**src/rtl/pwm_pkg.sv**
```systemverilog
// Shared constants and types for the PWM/timer main counter.
package pwm_pkg;

  localparam int CNT_W_DEFAULT = 16;

  // Control-register bit positions feeding this block
  localparam int CTRL_EN   = 2;
  localparam int CTRL_CONT = 3;
  localparam int CTRL_CLR  = 7;

  typedef enum logic [1:0] {
    IDLE = 2'd0,
    RUN  = 2'd1,
    DONE = 2'd2
  } state_t;

endpackage

```
**src/rtl/pwm_main_counter_if.sv**
```systemverilog
// Control/status bundle between the control registers and the main counter.
interface pwm_main_counter_if #(
  parameter int CNT_W = pwm_pkg::CNT_W_DEFAULT
);

  logic             counter_en;
  logic             cont_mode;
  logic             counter_clr;
  logic [CNT_W-1:0] divisor_reg;
  logic [CNT_W-1:0] period_reg;
  logic [CNT_W-1:0] counter;
  logic             tick;
  logic             period_end;
  logic             oneshot_done;

  modport master (
    output counter_en, cont_mode, counter_clr, divisor_reg, period_reg,
    input  counter, tick, period_end, oneshot_done
  );

  modport slave (
    input  counter_en, cont_mode, counter_clr, divisor_reg, period_reg,
    output counter, tick, period_end, oneshot_done
  );

endinterface

```
**src/rtl/pwm_prescaler.sv**
```systemverilog
// Clock prescaler: divides the selected clock by a programmable divisor.
// tick_evt is the same-cycle terminal strobe used by the counter FSM;
// tick is its registered copy presented to the outside.
module pwm_prescaler #(
  parameter int CNT_W = 16
) (
  input  logic             clk,
  input  logic             rst,
  input  logic             run,
  input  logic             clr,
  input  logic [CNT_W-1:0] divisor_reg,
  output logic             tick_evt,
  output logic             tick
);

  localparam logic [CNT_W-1:0] ONE = {{(CNT_W-1){1'b0}}, 1'b1};

  logic [CNT_W-1:0] divisor_sync;
  logic [CNT_W-1:0] div_cnt;
  logic [CNT_W-1:0] div_eff;
  logic             terminal;

  // Effective divisor (0 behaves as 1); >= keeps a lowered divisor from running away
  always_comb begin
    div_eff  = (divisor_sync == {CNT_W{1'b0}}) ? ONE : divisor_sync;
    terminal = (div_cnt >= (div_eff - ONE));
    tick_evt = run & terminal;
  end

  // Divisor sync register, divide counter and registered tick
  always_ff @(posedge clk) begin
    if (rst) begin
      divisor_sync <= {CNT_W{1'b0}};
      div_cnt      <= {CNT_W{1'b0}};
      tick         <= 1'b0;
    end else begin
      divisor_sync <= divisor_reg;
      if (clr) begin
        div_cnt <= {CNT_W{1'b0}};
        tick    <= 1'b0;
      end else if (run) begin
        div_cnt <= terminal ? {CNT_W{1'b0}} : (div_cnt + ONE);
        tick    <= terminal;
      end else begin
        tick    <= 1'b0;
      end
    end
  end

endmodule

```
**src/rtl/pwm_main_counter.sv**
```systemverilog
// Main up-counter of the PWM/timer core: counts prescaled ticks up to the
// period register, wrapping (continuous) or freezing (one-shot).
module pwm_main_counter
  import pwm_pkg::*;
#(
  parameter int CNT_W = CNT_W_DEFAULT
) (
  input  logic              chosen_clk,
  input  logic              rst,
  pwm_main_counter_if.slave bus
);

  localparam logic [CNT_W-1:0] ONE = {{(CNT_W-1){1'b0}}, 1'b1};

  state_t           state;
  state_t           state_next;
  logic [CNT_W-1:0] cnt;
  logic [CNT_W-1:0] cnt_next;
  logic [CNT_W-1:0] period_sync;
  logic             period_end;
  logic             period_end_next;
  logic             done;
  logic             done_next;
  logic             run;
  logic             tick_evt;
  logic             tick;
  logic             at_period;

  assign run       = (state == RUN) & bus.counter_en & ~bus.counter_clr;
  assign at_period = (cnt >= period_sync);

  pwm_prescaler #(.CNT_W(CNT_W)) u_prescaler (
    .clk         (chosen_clk),
    .rst         (rst),
    .run         (run),
    .clr         (bus.counter_clr),
    .divisor_reg (bus.divisor_reg),
    .tick_evt    (tick_evt),
    .tick        (tick)
  );

  // FSM state register
  always_ff @(posedge chosen_clk) begin
    if (rst) begin
      state <= IDLE;
    end else begin
      state <= state_next;
    end
  end

  // FSM next-state logic; clear overrides the normal transitions
  always_comb begin
    state_next = state;
    if (bus.counter_clr) begin
      state_next = bus.counter_en ? RUN : IDLE;
    end else begin
      case (state)
        IDLE: begin
          state_next = bus.counter_en ? RUN : IDLE;
        end
        RUN: begin
          if (!bus.counter_en) begin
            state_next = IDLE;
          end else if (tick_evt && at_period && !bus.cont_mode) begin
            state_next = DONE;
          end else begin
            state_next = RUN;
          end
        end
        DONE: begin
          if (!bus.counter_en) begin
            state_next = IDLE;
          end else if (bus.cont_mode) begin
            state_next = RUN;
          end else begin
            state_next = DONE;
          end
        end
        default: begin
          state_next = IDLE;
        end
      endcase
    end
  end

  // Next counter, period pulse and one-shot flag
  always_comb begin
    cnt_next        = cnt;
    period_end_next = 1'b0;
    done_next       = done;
    if (bus.counter_clr) begin
      cnt_next  = {CNT_W{1'b0}};
      done_next = 1'b0;
    end else begin
      case (state)
        RUN: begin
          if (bus.counter_en && tick_evt) begin
            if (at_period) begin
              period_end_next = 1'b1;
              if (bus.cont_mode) begin
                cnt_next = {CNT_W{1'b0}};
              end else begin
                done_next = 1'b1;
              end
            end else begin
              cnt_next = cnt + ONE;
            end
          end else begin
            cnt_next = cnt;
          end
        end
        DONE: begin
          if (bus.counter_en && bus.cont_mode) begin
            cnt_next  = {CNT_W{1'b0}};
            done_next = 1'b0;
          end else begin
            cnt_next = cnt;
          end
        end
        default: begin
          cnt_next = cnt;
        end
      endcase
    end
  end

  // Registered outputs and period synchronisation
  always_ff @(posedge chosen_clk) begin
    if (rst) begin
      cnt         <= {CNT_W{1'b0}};
      period_end  <= 1'b0;
      done        <= 1'b0;
      period_sync <= {CNT_W{1'b0}};
    end else begin
      cnt         <= cnt_next;
      period_end  <= period_end_next;
      done        <= done_next;
      period_sync <= bus.period_reg;
    end
  end

  assign bus.counter      = cnt;
  assign bus.tick         = tick;
  assign bus.period_end   = period_end;
  assign bus.oneshot_done = done;

endmodule

```
**src/flat_wrapper.sv**
```systemverilog
// flat-port wrapper written by rule: the top's interface ports become plain ports
module pwm_main_counter_flat import pwm_pkg::*;
#(
  parameter int CNT_W = CNT_W_DEFAULT
)
  (chosen_clk, rst, bus_counter_en, bus_cont_mode, bus_counter_clr, bus_divisor_reg, bus_period_reg, bus_counter, bus_tick, bus_period_end, bus_oneshot_done);
  pwm_main_counter_if #(.CNT_W(CNT_W)) bus_i ();
  input  logic chosen_clk;
  input  logic rst;
  input wire logic [$bits(bus_i.counter_en)-1:0] bus_counter_en;
  input wire logic [$bits(bus_i.cont_mode)-1:0] bus_cont_mode;
  input wire logic [$bits(bus_i.counter_clr)-1:0] bus_counter_clr;
  input wire logic [$bits(bus_i.divisor_reg)-1:0] bus_divisor_reg;
  input wire logic [$bits(bus_i.period_reg)-1:0] bus_period_reg;
  output wire logic [$bits(bus_i.counter)-1:0] bus_counter;
  output wire logic [$bits(bus_i.tick)-1:0] bus_tick;
  output wire logic [$bits(bus_i.period_end)-1:0] bus_period_end;
  output wire logic [$bits(bus_i.oneshot_done)-1:0] bus_oneshot_done;
  assign bus_i.counter_en = bus_counter_en;
  assign bus_i.cont_mode = bus_cont_mode;
  assign bus_i.counter_clr = bus_counter_clr;
  assign bus_i.divisor_reg = bus_divisor_reg;
  assign bus_i.period_reg = bus_period_reg;
  assign bus_counter = bus_i.counter;
  assign bus_tick = bus_i.tick;
  assign bus_period_end = bus_i.period_end;
  assign bus_oneshot_done = bus_i.oneshot_done;
  pwm_main_counter #(.CNT_W(CNT_W)) u_core (.chosen_clk(chosen_clk), .rst(rst), .bus(bus_i));
endmodule
```
**config.mk**
```make
export PLATFORM = sky130hd
export DESIGN_NAME = pwm_main_counter_flat
export DESIGN_NICKNAME = d
export VERILOG_FILES = /design/src/rtl/pwm_pkg.sv /design/src/rtl/pwm_main_counter_if.sv /design/src/rtl/pwm_prescaler.sv /design/src/rtl/pwm_main_counter.sv /design/src/flat_wrapper.sv
export SDC_FILE = /design/constraint.sdc
export NUM_CORES = 1
export LEC_CHECK = 0
export ABC_CLOCK_PERIOD_IN_PS = 3880
export CAP_MARGIN = 20
export CORE_MARGIN = 1
export CORE_UTILIZATION = 35
export DETAILED_ROUTE_END_ITERATION = 7
export PLACE_DENSITY = 0.65
export SLEW_MARGIN = 20
export SYNTH_ARGS = -nofsm -noshare
export SYNTH_HDL_FRONTEND = slang
export SYNTH_SLANG_ARGS = --single-unit
```
**constraint.sdc**
```tcl
create_clock -name chosen_clk -period 3.88 [get_ports chosen_clk]
set_input_delay 0.582 -clock chosen_clk [delete_from_list [all_inputs] [get_ports chosen_clk]]
set_output_delay 0.582 -clock chosen_clk [all_outputs]
set_load 0.01 [all_outputs]
```
==> results.cfg <==
[run_status]
run_status = finished, final reports clean

[timing]
tightestPinTransition_ns = 0.456
fin_worst_skew_ns = 0.00943
setup_ws_ns = 0.178
final_min_period_over_clock_period_pct = 95.4
final.min_clock_period_ns = 3.70
finalSetupViolCount = 0
finalSetupTns_ns = 0
report.final.slew_viol_count = 0
timing.final.hold_violations = 0
max_clock_freq_mhz = 270
maxSlewHeadroom_pct = 69.4

[cts]
numClockSinks = 69
numCtsBuffers = 9
maximum_count_of_clock_buffers_along_a_single_path = 2
clkTransAtPathRegs_ns = 0.08
cts_tree = done
h-tree-depth = 3
clockRootBuffer = sky130_fd_sc_hd__clkbuf_8
later_pin_clock_latency_in_the_skew_report_ns = 0.35

[grt]
wire_length_of_the_first_global_routing_pass_mm = 12.8
globalRouteOverflowTotal = 0
via_count_of_the_first_global_routing_pass = 2797
number_of_antenna_violations_at_the_first_check_in_global_routing = 0
grt_start_max_net_pins = 35
grt_util_all_layers_pct = 15.0

[power_and_ir_drop]
irDropWorstVdd_v = 0.000137
fin_total_pwr_mw = 1.44
p_per_area_nw_per_um2 = 314
static-leakage-power_nw = 1.80

[floorplanning]
design.portCount = 56
core_um2 = 9860
die_width_um = 104
effective_utilization_at_floorplan_pct = 36.6
die_y_um = 104
die_area_um2 = 10700
rows = 36

[detailed_routing]
maxUsedRoutingLayer = met4
avgViaCountPerCell = 4.85
drt-pass1-iter-count = 4
met3WireLength_um = 322
drt.antenna.violating_nets = 0
routed_wirelength_mm = 7.67
route.layer.met1.wl_mm = 3.84
detailroute.via_count = 2960
avgRoutedWirePerCell_um = 12.6
wl_met2_mm = 3.40
route.detailed.drc = 0
initial_drc_count = 119

[setup_path]
ff2ff_setup_slack_ns = 0.18
worst_setup_path_endpoint = u_core.bus.counter[13]$_SDFFE_PP0P_
worst-r2r-cell-count = 19
end_of_the_worst_register_to_register_path = u_core.bus.counter[13]$_SDFFE_PP0P_
wp_data_arrival_ns = 3.94
worst-setup-path-type = flip-flop to flip-flop
setup_crit_start = u_core.u_prescaler.divisor_sync[5]$_SDFF_PP0_
end_kind = flip-flop
timing.critical_path.from_type = flip-flop
path_max_fanout = 7
critical_path_required_ns = 4.12
reg2reg_from = u_core.u_prescaler.divisor_sync[5]$_SDFF_PP0_

[synth]
ys_dominant_reg_cell = sky130_fd_sc_hd__dfxtp_1
post-synth-top-count-cell = sky130_fd_sc_hd__dfxtp_1
synth_edf_count = 0
avgSynthCellArea_um2 = 8.90
synth_largest_area_cell = sky130_fd_sc_hd__dfxtp_1
synth.distinct_cells = 50
synth_async_sr_flop_share_pct = 0
synth.cell_area_um2 = 3610
ys_seq_area_share_pct = 38.3
post-synth-top-area-fraction_pct = 38.3
yosysWarningCount = 0
synth.top_cells.by_area = sky130_fd_sc_hd__dfxtp_1 38%, sky130_fd_sc_hd__ha_1 12%, sky130_fd_sc_hd__nor2b_1 6.2%, sky130_fd_sc_hd__nand2_1 3.9%, sky130_fd_sc_hd__nor2_1 3.6%
post_synth_inst_count = 405
postSynthNetCount = 477
ys_seq_elements = 69
netlist_top_cells_count = 69 x sky130_fd_sc_hd__dfxtp_1, 37 x sky130_fd_sc_hd__nand2_1, 36 x sky130_fd_sc_hd__nor2b_1

[finish]
fillerInstances = 949
post_route_cells_drive_above_1_share_pct = 10.5
antenna_cells = 0
areaGrowthSynthToFinish_pct = 27.4
layout.cell_area.non_filler_um2 = 4600
nNetsFinal = 544

[place]
pre_cts_slack_ns = -0.000904
placement.io_buffers = 55
finalWeightedCongestion = 0.824
dpl.hpwl_mm = 5.79
placed_cell_area_um2 = 4300

[run]
cap_violations = 0

[hold_path]
hold_path.class = flip-flop to flip-flop
per-stage QoR:
step	hold slack (ns)	std cells	utilization, %
after detailed placement	0.453	588	43.6
final	0.460	610	46.6
after CTS	0.465	604	45.5
after floorplan	0.458	405	-
after global placement	0.443	588	43.6
after global routing	0.495	610	46.6
layout by cell type, fill, tap and decap left out, drive strengths merged, types with 4 or more instances in the layout:
cell type      instances
inv                   23
a31oi                 17
nand3                 13
nor2                  35
clkdlybuf4s50         55
o21ai                 12
nand2                 38
a221o                  5
clkinvlp               4
nand2b                 9
ha                    35
clkbuf                11
and2                   4
nor3                  14
xor2                  12
nor2b                 37
buf                   10
nand4                  4
xnor2                 14
and3                   8
a21oi                 21
dfxtp                 69
worst max-delay path, cell delays in order (launching register included):
cell and delay, ns:
sky130_fd_sc_hd__dfxtp_2 0.35, sky130_fd_sc_hd__nor3_4 0.24, sky130_fd_sc_hd__nand4bb_1 0.19, sky130_fd_sc_hd__or4_4 0.47, sky130_fd_sc_hd__nor2_2 0.12, sky130_fd_sc_hd__nor2_1 0.06
sky130_fd_sc_hd__ha_1 0.19, sky130_fd_sc_hd__nor3b_1 0.16, sky130_fd_sc_hd__nand2b_1 0.15, sky130_fd_sc_hd__buf_4 0.14, sky130_fd_sc_hd__nor3_1 0.05, sky130_fd_sc_hd__xnor2_1 0.13
sky130_fd_sc_hd__ha_1 0.27, sky130_fd_sc_hd__nand2_1 0.06, sky130_fd_sc_hd__nor2_2 0.13, sky130_fd_sc_hd__a21oi_1 0.10, sky130_fd_sc_hd__o22ai_2 0.18, sky130_fd_sc_hd__buf_6 0.15
sky130_fd_sc_hd__o2bb2ai_4 0.10, sky130_fd_sc_hd__a221o_1 0.36
worst min path at each step:
stage | startpoint | end | slack, ns | depth (start not counted)
after floorplan | u_core.u_prescaler.div_cnt[0]$_SDFFE_PP0P_ | u_core.u_prescaler.div_cnt[0]$_SDFFE_PP0P_ | 0.46 | 2
after global placement | u_core.bus.oneshot_done$_SDFFE_PP0P_ | u_core.bus.oneshot_done$_SDFFE_PP0P_ | 0.44 | 2
after detailed placement | u_core.bus.oneshot_done$_SDFFE_PP0P_ | u_core.bus.oneshot_done$_SDFFE_PP0P_ | 0.45 | 2
after CTS | u_core.bus.oneshot_done$_SDFFE_PP0P_ | u_core.bus.oneshot_done$_SDFFE_PP0P_ | 0.46 | 2
after global routing | u_core.bus.oneshot_done$_SDFFE_PP0P_ | u_core.bus.oneshot_done$_SDFFE_PP0P_ | 0.50 | 2
final | u_core.bus.oneshot_done$_SDFFE_PP0P_ | u_core.bus.oneshot_done$_SDFFE_PP0P_ | 0.46 | 2
flip-flops by register name, indices dropped and copies added, names as in the netlist:
| signal | flops |
|---|---|
| u_core.u_prescaler.div_cnt | 16 |
| u_core.bus.oneshot_done | 1 |
| u_core.bus.period_end | 1 |
| u_core.u_prescaler.tick | 1 |
| u_core.period_sync | 16 |
| u_core.u_prescaler.divisor_sync | 16 |
| u_core.state | 2 |
| u_core.bus.counter | 16 |
kinds of logic after synthesis:
| group | Yosys count | share of synthesized area [%] |
|---|---|---|
| AOI/OAI and AO/OA | 67 | 12.6 |
| xor gates and xnor gates | 26 | 6.32 |
| adders and majority gates | 35 | 12.1 |
| buffers and inverters | 32 | 4.16 |
| DFF | 69 | 38.3 |
| and+or+nand+nor | 176 | 26.5 |
per-layer routing:
| layer | vias up | global-route usage [%] |
|---|---|---|
| met1 | 1353 | 20.2 |
| met2 | 57 | 22.4 |
| li1 | 1540 | - |
| met3 | 10 | 4.34 |
| met5 | - | 0 |
| met4 | 0 | 5.80 |
layout make-up:
type	count	area, um^2	area share, %
sequential	69	1380	30.1
multi-input combinational	304	2130	46.4
timing repair buffer	65	642	14.0
clock inverter	5	35.0	0.762
tap	133	166	3.62
inverter	23	86.3	1.88
clock buffer	11	151	3.29
what timing repair did:
action	in CTS	in global routing
resized for setup	1	14
setup buffers	0	6
pin swaps	0	7
setup endpoints to repair	5	36
hold buffers	0	0
cloned	0	0
where the power goes:
| group | switching, mW | leakage, nW | internal, mW |
|---|---|---|---|
| logic | 0.0755 | 1.15 | 0.0889 |
| clock network | 0.276 | 0.0836 | 0.265 |
| registers | 0.0124 | 0.565 | 0.726 |
No activity file was read; power rests on OpenSTA's default activity.
==> RTL edit 1 (same flow settings) <==
`CNT_W_DEFAULT`: 16 -> 14.
--- a/src/rtl/pwm_pkg.sv
+++ b/src/rtl/pwm_pkg.sv
@@ -1,7 +1,7 @@
 // Shared constants and types for the PWM/timer main counter.
 package pwm_pkg;
 
-  localparam int CNT_W_DEFAULT = 16;
+  localparam int CNT_W_DEFAULT = 14;
 
   // Control-register bit positions feeding this block
   localparam int CTRL_EN   = 2;
Interface: changed (resized bus_counter, bus_divisor_reg and bus_period_reg); port bits go from 56 to 50. The function was not compared with the original's and may differ.
==> RTL edit 1 against the original RTL <==
  * Clock power rose by 13%
  * Final cell count fell by 12%
  * Sequential cell count fell by 8
  * Hold slack improved by 0.053 ns
  * Synthesized area fell by 12%
  * Sequential power fell by 12%
  * Cell area fell by 8.2%
  * Total power fell by 1.9%
  * Utilization rose by 1.8 points
  * Clock skew barely moved
  * Wire length fell by 2.9%
  * Setup slack got worse by 0.12 ns
  * Critical path type unchanged
  * Largest cell class unchanged
==> RTL edit 1: results (changes against the original RTL) <==
[detailed_routing]
met3_length_um = 233  ; was 322 um
routedWlPerCell_um = 13.9  ; was 12.6 um
routed_via_density = 5.07  ; was 4.85
drt-met1-wl_um = 3130  ; was 3840 um
dr_total_vias = 2720  ; was 2960
dr.pass1.iters = 4  ; unchanged
first_iter_violations = 98  ; was 119

[synthesis]
synthMuxAreaShare_pct = 0.317  ; was 0%
seq_area_frac_synth_pct = 38.6  ; was 38.3%
synth_nets = 420  ; was 477
ys_types = 47  ; was 50
synthTopCellsByCount = dfxtp_1, inv_1, ha_1, nor2_1, nor2b_1  ; was dfxtp_1, nand2_1, nor2b_1
synthTopCellsByArea = dfxtp_1, ha_1, nor2b_1, inv_1, xor2_1  ; was dfxtp_1, ha_1, nor2b_1, nand2_1, nor2_1
yosys.area_share.adder_pct = 12.3  ; was 12.1%
yosys.area_share.xor_xnor_pct = 6.65  ; was 6.32%
synth-compound-area-share_pct = 12.2  ; was 12.6%

[power]
p_clk_w = 0.000611  ; was 0.000541 W
power_density_nw_per_um2 = 336  ; was 314 nW/um^2
powerSeq_w = 0.000653  ; was 0.000739 W
p_leak_nw = 1.60  ; was 1.80 nW
p_sw_share_pct = 22.4  ; was 25.2%

[layout]
finalNetCount = 488  ; was 544
drive_gt1_share_pct = 12.9  ; was 10.5%
n_fill_cell = 817  ; was 949

[outcome]
status = complete, no violations  ; unchanged

[placed_design]
placed_cells = 517  ; was 588
postPlaceCellArea_um2 = 3840  ; was 4300 um^2
place_ws_ns = -0.0496  ; was -0.000904 ns
gp_congestion = 0.849  ; was 0.824
numPortBuffers = 49  ; was 55
dp_hpwl_um = 5410  ; was 5790 um

[global_route]
use_met3_pct = 3.40  ; was 4.34%
grt_max_degree = 34  ; was 35
track_usage_pct = 16.3  ; was 15.0%
grt_pass1_wl_um = 12200  ; was 12800 um
grt_pass1_vias = 2655  ; was 2797
use_met1_pct = 18.3  ; was 20.2%
grt_util_met2_pct = 29.2  ; was 22.4%

[setup_path]
critPathMaxFanout = 6  ; was 7
cpMaxStageDelayCell = or4_4  ; unchanged
cp_data_required_time_ns = 4.14  ; was 4.12 ns
max_stage_delay_ns = 0.53  ; was 0.47 ns

[sta]
skew_ns = 0.00915  ; was 0.00943 ns
slew_headroom_pct = 63.8  ; was 69.4%

[cts]
clk_pin_slew_worst_paths_ns = 0.07

[min_path]
min_path_type = reg2reg  ; unchanged

## RTL edit 1: cell type report
type / count / area (um^2) / area share [%]
Timing Repair Buffer: 65 / 626 / 14.8
Clock inverter: 4 / 72.6 / 1.72
Multi-Input combinational cell: 254 / 1900 / 45.0
Tap cell: 108 / 135 / 3.20
Clock buffer: 11 / 141 / 3.35
Sequential cell: 61 / 1220 / 29.0
Inverter: 33 / 124 / 2.94
## RTL edit 1: worst paths after layout
path | cells past startpoint | start | end | slack, ns
min reg2reg | 1 | u_core.bus.oneshot_done | u_core.bus.oneshot_done | 0.51
min | 1 | u_core.bus.oneshot_done | u_core.bus.oneshot_done | 0.51
max reg2reg | 17 | u_core.u_prescaler.divisor_sync[7] | u_core.bus.counter[4] | 0.06
max | 17 | u_core.u_prescaler.divisor_sync[7] | u_core.bus.counter[4] | 0.06
==> RTL edit 2 (same flow settings) <==
Made on the original files. Make the reset (`rst`) asynchronous in 3 clocked blocks.
--- a/src/rtl/pwm_prescaler.sv
+++ b/src/rtl/pwm_prescaler.sv
@@ -28,7 +28,7 @@
   end
 
   // Divisor sync register, divide counter and registered tick
-  always_ff @(posedge clk) begin
+  always_ff @(posedge clk or posedge rst) begin
     if (rst) begin
       divisor_sync <= {CNT_W{1'b0}};
       div_cnt      <= {CNT_W{1'b0}};
--- a/src/rtl/pwm_main_counter.sv
+++ b/src/rtl/pwm_main_counter.sv
@@ -40,7 +40,7 @@
   );
 
   // FSM state register
-  always_ff @(posedge chosen_clk) begin
+  always_ff @(posedge chosen_clk or posedge rst) begin
     if (rst) begin
       state <= IDLE;
     end else begin
@@ -125,7 +125,7 @@
   end
 
   // Registered outputs and period synchronisation
-  always_ff @(posedge chosen_clk) begin
+  always_ff @(posedge chosen_clk or posedge rst) begin
     if (rst) begin
       cnt         <= {CNT_W{1'b0}};
       period_end  <= 1'b0;
Behaviour: differs if rst is asserted again (counterexample within 4 cycles, from zero or initial values and one cycle with rst high); with rst held inactive, the same outputs for 10 cycles.
==> RTL edit 2 against the original RTL <==
  * The flow now finishes with violations (setup timing)
  * Sequential cell count unchanged
  * Via count is 5.7% higher
  * Clock skew rose by 0.0026 ns
  * Cell area increased by 7.3%
  * Critical path depth down 1
  * Synthesized area grew 6.6%
  * Total power is 5.0% higher
  * Setup slack lost 0.22 ns
  * Final cell count down 0.66%
  * Wire length increased by 7.6%
  * Largest cell class unchanged
  * Largest power group unchanged
  * Highest routed layer unchanged
==> RTL edit 2: results (changes against the original RTL) <==
[outcome]
status = complete, but fails checks  ; was complete, no violations
violations = setup timing

[synthesis]
synth_nets = 461  ; was 477
synthTopCellsByCount = dfrtp_1, nand2_1, ha_1, o21ai_0, nor2_1  ; was dfxtp_1, nand2_1, nor2b_1
synthTopCellsByArea = dfrtp_1, ha_1, o21ai_0, nand2_1, nor2_1  ; was dfxtp_1, ha_1, nor2b_1, nand2_1, nor2_1
synth-main-ff-cell = dfrtp_1  ; was dfxtp_1

[layout]
area.share.sequential_pct = 35.0  ; was 30.1%
n_fill_cell = 940  ; was 949
multi_input_cells = 284  ; was 304
multi_input_area_share_pct = 41.1  ; was 46.4%
final-nonclk-buf-share_pct = 14.4  ; was 14.0%
buffers = 74  ; was 65
drive_gt1_share_pct = 14.3  ; was 10.5%
num-nonclk-inverters = 27  ; was 23
finalNetCount = 537  ; was 544

[global_route]
use_met1_pct = 21.1  ; was 20.2%
grt_max_degree = 31  ; was 35
grt_pass1_vias = 3003  ; was 2797
grt_pass1_wl_um = 14000  ; was 12800 um
grt_util_met2_pct = 24.9  ; was 22.4%

[sta]
tns_ns = -0.126  ; was 0 ns
timing.hold.ws_ns = 0.522  ; was 0.460 ns
finalSetupViolations = 5  ; was 0
setup_ws_ns = -0.0468  ; was 0.178 ns

[detailed_routing]
met3_length_um = 296  ; was 322 um
drt-met1-wl_um = 3930  ; was 3840 um

[setup_path]
max_stage_delay_ns = 0.56  ; was 0.47 ns
startpoint = u_core.u_prescaler.divisor_sync[7]  ; was u_core.u_prescaler.divisor_sync[5]

[power]
power.switching_w = 0.000377  ; was 0.000364 W
p_comb_share_pct = 10.7  ; was 11.4%
p_leak_nw = 2.17  ; was 1.80 nW

[min_path]
min_from = u_core.u_prescaler.div_cnt[7]  ; was u_core.bus.oneshot_done

[cts]
post-cts-setup-buffers = 1  ; was 0

[placed_design]
gp_congestion = 0.817  ; was 0.824

RTL edit 2: cell count changes after synthesis, moves of 8 or more:
cell,delta
dfxtp_1,-69
nor2b_1,-27
o31ai_1,+13
o21ai_0,+24
a21oi_1,-9
a31oi_1,-14
nor3_1,-8
dfrtp_1,+69
RTL edit 2: metrics by stage:
stage	power [W]	area, um^2	utilization (%)	worst slack [ns]	instances
after global routing	0.00159	4930	46.9	-0.304	606
final	0.00152	4930	46.9	-0.0468	606
after global placement	0.000929	4640	44.1	-0.00820	588
after CTS	0.00154	4880	46.4	-0.0217	605
after detailed placement	0.000934	4640	44.1	-0.165	588
after floorplan	0.000858	3860	-	0.00241	389
RTL edit 2: final timing paths:
kind,end,cells after the start
worst min register to register,u_core.u_prescaler.div_cnt[7],1
worst max-delay path,u_core.bus.counter[2],18
worst min-delay path,u_core.u_prescaler.div_cnt[7],1
max in group asynchronous,u_core.u_prescaler.div_cnt[7],3
min in group asynchronous,u_core.bus.counter[7],2
worst max register to register,u_core.bus.counter[2],18
